### config.mk
export PLATFORM = sky130hd
export DESIGN_NAME = im_loader
export DESIGN_NICKNAME = d
export VERILOG_FILES = /design/src/rtl/im_loader_pkg.sv /design/src/rtl/im_word_packer.sv /design/src/rtl/im_loader.sv
export SDC_FILE = /design/constraint.sdc
export NUM_CORES = 1
export LEC_CHECK = 0
export BUFFER_PORTS_ARGS = -buffer_cell sky130_fd_sc_hd__buf_2
export CAP_MARGIN = 30
export CELL_PAD_IN_SITES_DETAIL_PLACEMENT = 0
export CELL_PAD_IN_SITES_GLOBAL_PLACEMENT = 1
export CORE_AREA = 4 4 101 103
export DETAILED_ROUTE_END_ITERATION = 12
export DIE_AREA = 0 0 105 107
export PLACE_DENSITY_LB_ADDON = 0.1
export SLEW_MARGIN = 40
export SYNTH_ARGS = -nofsm -noshare
export SYNTH_HDL_FRONTEND = slang
export SYNTH_SLANG_ARGS = --single-unit
### constraint.sdc
create_clock -name clk -period 5.3 [get_ports clk]
set_input_delay 0 -clock clk [delete_from_list [all_inputs] [get_ports clk]]
set_output_delay 0 -clock clk [all_outputs]
set_load 0.05 [all_outputs]
### src/rtl/im_loader_pkg.sv
// Shared constants and state encoding for the instruction-memory loader.
// IM_LENGTH must match the instruction memory depth.
package im_loader_pkg;

    localparam int IM_LENGTH     = 1024;
    localparam int IM_ADDR_W     = 10;
    localparam bit IM_BIG_ENDIAN = 1'b1;

    typedef enum logic [1:0] {
        ST_IDLE  = 2'd0,
        ST_RECV  = 2'd1,
        ST_WRITE = 2'd2,
        ST_DONE  = 2'd3
    } ld_state_t;

endpackage

### src/rtl/im_word_packer.sv
// Packs four accepted bytes into one 32-bit word.
// Ports: clk, rst_n, clear (restart packing), accept (byte taken this cycle),
// byte_data; word_next (word including this byte), word_full (4th byte now).
module im_word_packer
    import im_loader_pkg::*;
#(
    parameter bit BIG_ENDIAN = IM_BIG_ENDIAN
) (
    input  logic        clk,
    input  logic        rst_n,
    input  logic        clear,
    input  logic        accept,
    input  logic [7:0]  byte_data,
    output logic [31:0] word_next,
    output logic        word_full
);

    logic [1:0]  byte_cnt;
    logic [31:0] shreg;

    // Big endian: first byte migrates up to [31:24] after four shifts.
    // Little endian: first byte migrates down to [7:0].
    assign word_next = BIG_ENDIAN ? {shreg[23:0], byte_data}
                                  : {byte_data, shreg[31:8]};

    assign word_full = accept && (byte_cnt == 2'd3);

    always_ff @(posedge clk or negedge rst_n) begin
        if (!rst_n) begin
            byte_cnt <= 2'd0;
            shreg    <= 32'd0;
        end else if (clear) begin
            byte_cnt <= 2'd0;
            shreg    <= 32'd0;
        end else if (accept) begin
            byte_cnt <= byte_cnt + 2'd1;
            shreg    <= word_next;
        end
    end

endmodule

### src/rtl/im_loader.sv
// Loads a host byte stream into instruction memory and holds the CPU meanwhile.
// Ports: start/len_words begin a load; byte_valid/byte_data/byte_ready host link;
// im_we/im_addr/im_wdata memory write; cpu_hold, busy, done, err status.
module im_loader
    import im_loader_pkg::*;
#(
    parameter int ADDR_W     = IM_ADDR_W,
    parameter int DEPTH      = IM_LENGTH,
    parameter bit BIG_ENDIAN = IM_BIG_ENDIAN
) (
    input  logic              clk,
    input  logic              rst_n,
    input  logic              start,
    input  logic [10:0]       len_words,
    input  logic              byte_valid,
    input  logic [7:0]        byte_data,
    output logic              byte_ready,
    output logic              im_we,
    output logic [ADDR_W-1:0] im_addr,
    output logic [31:0]       im_wdata,
    output logic              cpu_hold,
    output logic              busy,
    output logic              done,
    output logic              err
);

    localparam logic [10:0] DEPTH_L = 11'(DEPTH);

    ld_state_t   state_q;
    ld_state_t   state_d;
    logic [10:0] word_cnt;
    logic [10:0] word_cnt_inc;
    logic [10:0] len_q;
    logic        len_ok;
    logic        idle_like;
    logic        start_ok;
    logic        start_bad;
    logic        accept;
    logic        last_word;
    logic [31:0] word_next;
    logic        word_full;

    assign byte_ready   = (state_q == ST_RECV);
    assign im_we        = (state_q == ST_WRITE);
    assign accept       = byte_valid && byte_ready;
    assign len_ok       = (len_words != 11'd0) && (len_words <= DEPTH_L);
    assign idle_like    = (state_q == ST_IDLE) || (state_q == ST_DONE);
    assign start_ok     = start && idle_like && len_ok;
    assign start_bad    = start && idle_like && !len_ok;
    assign word_cnt_inc = word_cnt + 11'd1;
    assign last_word    = (word_cnt_inc == len_q);

    im_word_packer #(
        .BIG_ENDIAN(BIG_ENDIAN)
    ) u_packer (
        .clk      (clk),
        .rst_n    (rst_n),
        .clear    (start_ok),
        .accept   (accept),
        .byte_data(byte_data),
        .word_next(word_next),
        .word_full(word_full)
    );

    always_ff @(posedge clk or negedge rst_n) begin
        if (!rst_n) begin
            state_q <= ST_IDLE;
        end else begin
            state_q <= state_d;
        end
    end

    always_comb begin
        state_d = state_q;
        unique case (state_q)
            ST_IDLE, ST_DONE: begin
                if (start_ok) state_d = ST_RECV;
            end
            ST_RECV: begin
                if (word_full) state_d = ST_WRITE;
            end
            ST_WRITE: begin
                state_d = last_word ? ST_DONE : ST_RECV;
            end
        endcase
    end

    always_ff @(posedge clk or negedge rst_n) begin
        if (!rst_n) begin
            word_cnt <= 11'd0;
            len_q    <= 11'd0;
            im_addr  <= '0;
            im_wdata <= 32'd0;
            cpu_hold <= 1'b1;
            busy     <= 1'b0;
            done     <= 1'b0;
            err      <= 1'b0;
        end else begin
            // A rejected start leaves the FSM and cpu_hold untouched.
            if (start_bad) begin
                err  <= 1'b1;
                done <= 1'b0;
            end
            if (start_ok) begin
                word_cnt <= 11'd0;
                len_q    <= len_words;
                im_addr  <= '0;
                cpu_hold <= 1'b1;
                busy     <= 1'b1;
                done     <= 1'b0;
                err      <= 1'b0;
            end
            if (state_q == ST_RECV && word_full) begin
                im_wdata <= word_next;
            end
            if (state_q == ST_WRITE) begin
                word_cnt <= word_cnt_inc;
                if (last_word) begin
                    busy     <= 1'b0;
                    done     <= 1'b1;
                    cpu_hold <= 1'b0;
                end else begin
                    im_addr <= im_addr + ADDR_W'(1);
                end
            end
        end
    end

endmodule

==> flow_metrics.env <==
export IMPL_tritoncts="built"
export IMPL_placed_area_um2=4790
export IMPL_dp_cells=560
export IMPL_stdcell_count=597
export IMPL_diodes=0
export IMPL_drt_iter0_drc=114
export IMPL_slowest_stage="dfrtp_1"
export IMPL_synth_area_per_cell_um2=11.0
export IMPL_tightest_slew_ps=703
export IMPL_mostFrequentLayoutCells="dfrtp_1 (95), nand2_1 (72), buf_2 (69)"
export IMPL_period_share_pct=53.6
export IMPL_crit_chain="ha_1 -> nand4_1 -> xnor2_1 -> nor4b_1 -> a311oi_2 -> o21ai_4 -> and2_1 -> a211o_1"
export IMPL_ys_ff_latch=96
export IMPL_yosysTopAreaCell="dfrtp_1"
export IMPL_nNetsFinal=510
export IMPL_fmax_mhz=352
export IMPL_yosysUniqueCellTypes=51
export IMPL_gp_congestion=0.820
export IMPL_synthesis_area_um2=4370
export IMPL_post_cts_buffers=0
export IMPL_die_area_um2=11200
export IMPL_vias=3118
export IMPL_synthFlopType="dfrtp_1"
export IMPL_core_area_um2=9200
export IMPL_clk_pin_slew_worst_paths_ps=100
export IMPL_final_cell_area_um2=5190
export IMPL_synth_edff_count=0
export IMPL_max_cap_violations=0
export IMPL_via_per_inst=5.22
export IMPL_relSlewSlack_pct=53.1
export IMPL_cp_end_kind="flop"
export IMPL_cts_buffer_depth=2
export IMPL_cp_top_family="simple AND/OR/NAND/NOR gates"
export IMPL_rsz0062_at_grt="no"
export IMPL_p_int_mw=1.58
export IMPL_syn_inst=396
export IMPL_fin_skew_ps=14.0
export IMPL_p_seq_share_pct=41.2
export IMPL_portBuffers=70
export IMPL_hp_class="primary input to async pin"
export IMPL_crit_buf_inv=0
export IMPL_pin_count=71
export IMPL_die_h_um=107
export IMPL_synth_top_cells_by_area="dfrtp_1 (54%), mux2_2 (11%), nand2_1 (6.3%), a21oi_1 (3.7%), xnor2_1 (2.2%)"
export IMPL_p_leak_nw=2.52
export IMPL_clk_latency_ps=370
export IMPL_postCtsHoldBufs=21
export IMPL_setup_tns_final_ps=0
export IMPL_status="complete, no violations"
export IMPL_holdWs_ps=156
export IMPL_cp_arrival_ps=3140
export IMPL_start_util_pct=47.5
export IMPL_post_cts_resized=0
export IMPL_comb_power_share_pct=42.7
export IMPL_antenna_found_initial=0
export IMPL_worstSetupPathType="flop to flop"
export IMPL_finalMaxSlewViolations=0
export IMPL_ys_seq_area_share_pct=55.0
export IMPL_nFillCells=831
export IMPL_numCtsBuffers=9
export IMPL_syn2layout_area_growth_pct=18.9
export IMPL_grtUsageTotal_pct=17.7
export IMPL_grt_pass1_wl_mm=16.1
export IMPL_rows=35
export IMPL_power_density_nw_per_um2=546
export IMPL_ir_worst_vdd_mv=0.310
export IMPL_drive_gt1_share_pct=30.2
export IMPL_fp_dieW_um=105
export IMPL_grt_overflow=0
export IMPL_dpl_hpwl_mm=6.33
export IMPL_yosys_area_top_type_share_pct=54.4
export IMPL_worstPathMaxFanout=19
export IMPL_remaining_drc_errors=0
export IMPL_final_common_cell="dfrtp_1"
export IMPL_swShare_pct=44.4
export IMPL_ctsHtreeMaxLevel=3
export IMPL_clock_tree_root_cell="clkbuf_8"
export IMPL_min_period_ps=2840
export IMPL_cp_start_kind="flop"
export IMPL_drt_wl_total_mm=9.38
export IMPL_grt_max_degree=58
export IMPL_power_net_switching_mw=1.26
export IMPL_critPathRequiredTime_ps=5600
export IMPL_cts_sinks=96
export IMPL_first_pass_iters=4
export IMPL_async_flop_share_pct=100
export IMPL_clkPwrFrac_pct=16.1
export IMPL_synth_nets=425
export IMPL_p_total_mw=2.84
export IMPL_hold_viol=0
export IMPL_setup_viol=0
export IMPL_ant_nets=0
export IMPL_yosysWarnings=0
export IMPL_wire_per_inst_um=15.7
export IMPL_cp_slowest_stage_delay_ps=460
export IMPL_grt_pass1_vias=3247
[layout make-up]
type | count | area [um2] | area share, %
clock buffers | 9 | 124 | 2.39
clock inverters | 7 | 66.3 | 1.28
well taps | 111 | 139 | 2.68
repair buffers | 94 | 586 | 11.3
flip-flops and latches | 96 | 2400 | 46.3
inverters | 4 | 15.0 | 0.289
multi-input cells | 276 | 1860 | 35.8
[layer usage]
| layer | track usage, % | wire length (um) |
|---|---|---|
| met5 | 0 | 0 |
| met4 | 4.78 | 120 |
| met3 | 4.03 | 324 |
| met2 | 30.4 | 4680 |
| met1 | 22.7 | 4260 |
[Yosys cell counts, drive strengths merged, types with 3 or more instances]
| master | n |
|---|---|
| a211o | 5 |
| a21o | 3 |
| a21oi | 32 |
| and2 | 4 |
| and3 | 6 |
| buf | 8 |
| clkbuf | 12 |
| dfrtp | 95 |
| ha | 6 |
| inv | 4 |
| mux2 | 44 |
| mux2i | 5 |
| nand2 | 74 |
| nand3 | 11 |
| nand4 | 5 |
| nor2 | 12 |
| nor3 | 4 |
| nor3b | 4 |
| nor4 | 3 |
| o21a | 6 |
| o21ai | 13 |
| o31ai | 3 |
| xnor2 | 11 |
| xor2 | 6 |
[per-stage QoR]
stage / utilization [%] / setup slack, ps
final: 56.4 / 2460
after global routing: 56.4 / 2190
after CTS: 56.4 / 2470
after detailed placement: 52.1 / 2510
after global placement: 52.0 / 2500
after floorplan: - / 2930
[kinds of logic (layout without fill, tap and decap cells)]
logic type / after synthesis / count (layout) / share of synthesized area (%)
fa+ha+maj: 6 / 6 / 1.72
simple gates: 133 / 133 / 14.4
xor+xnor: 17 / 17 / 3.41
buf+inv: 24 / 114 / 2.58
compound gates: 71 / 71 / 10.3
mux: 49 / 49 / 12.5
flops: 96 / 96 / 55.0
[worst paths after layout]
check                       startpoint            endpoint  slack [ps]  cells after the start
min in group clk            byte_valid  u_packer.shreg[18]         290                      4
setup / recovery           word_cnt[0]          im_addr[5]        2460                      8
hold reg to reg            im_wdata[1]         im_wdata[1]         510                      1
setup reg to reg           word_cnt[0]          im_addr[5]        2460                      8
hold / removal                   rst_n            len_q[6]         160                      2
max in group asynchronous        rst_n         word_cnt[0]        4040                      3
[registers in the layout, indices dropped and copies added, names as in the netlist]
register / count
word_cnt: 11
u_packer.byte_cnt: 2
state_q: 2
u_packer.shreg: 24
done: 1
im_addr: 10
cpu_hold: 1
err: 1
len_q: 11
busy: 1
im_wdata: 32
[power groups by stage]
stage,logic (mW),clock network [mW],registers (mW)
6_report,1.21,0.455,1.17
5_1_grt,1.31,0.507,1.21
4_1_cts,1.23,0.471,1.17
3_5_place_dp,1.21,0,1.19
3_3_place_gp,1.19,0,1.18
2_1_floorplan,0.539,0,1.56
No activity file was read; power rests on OpenSTA's default activity.
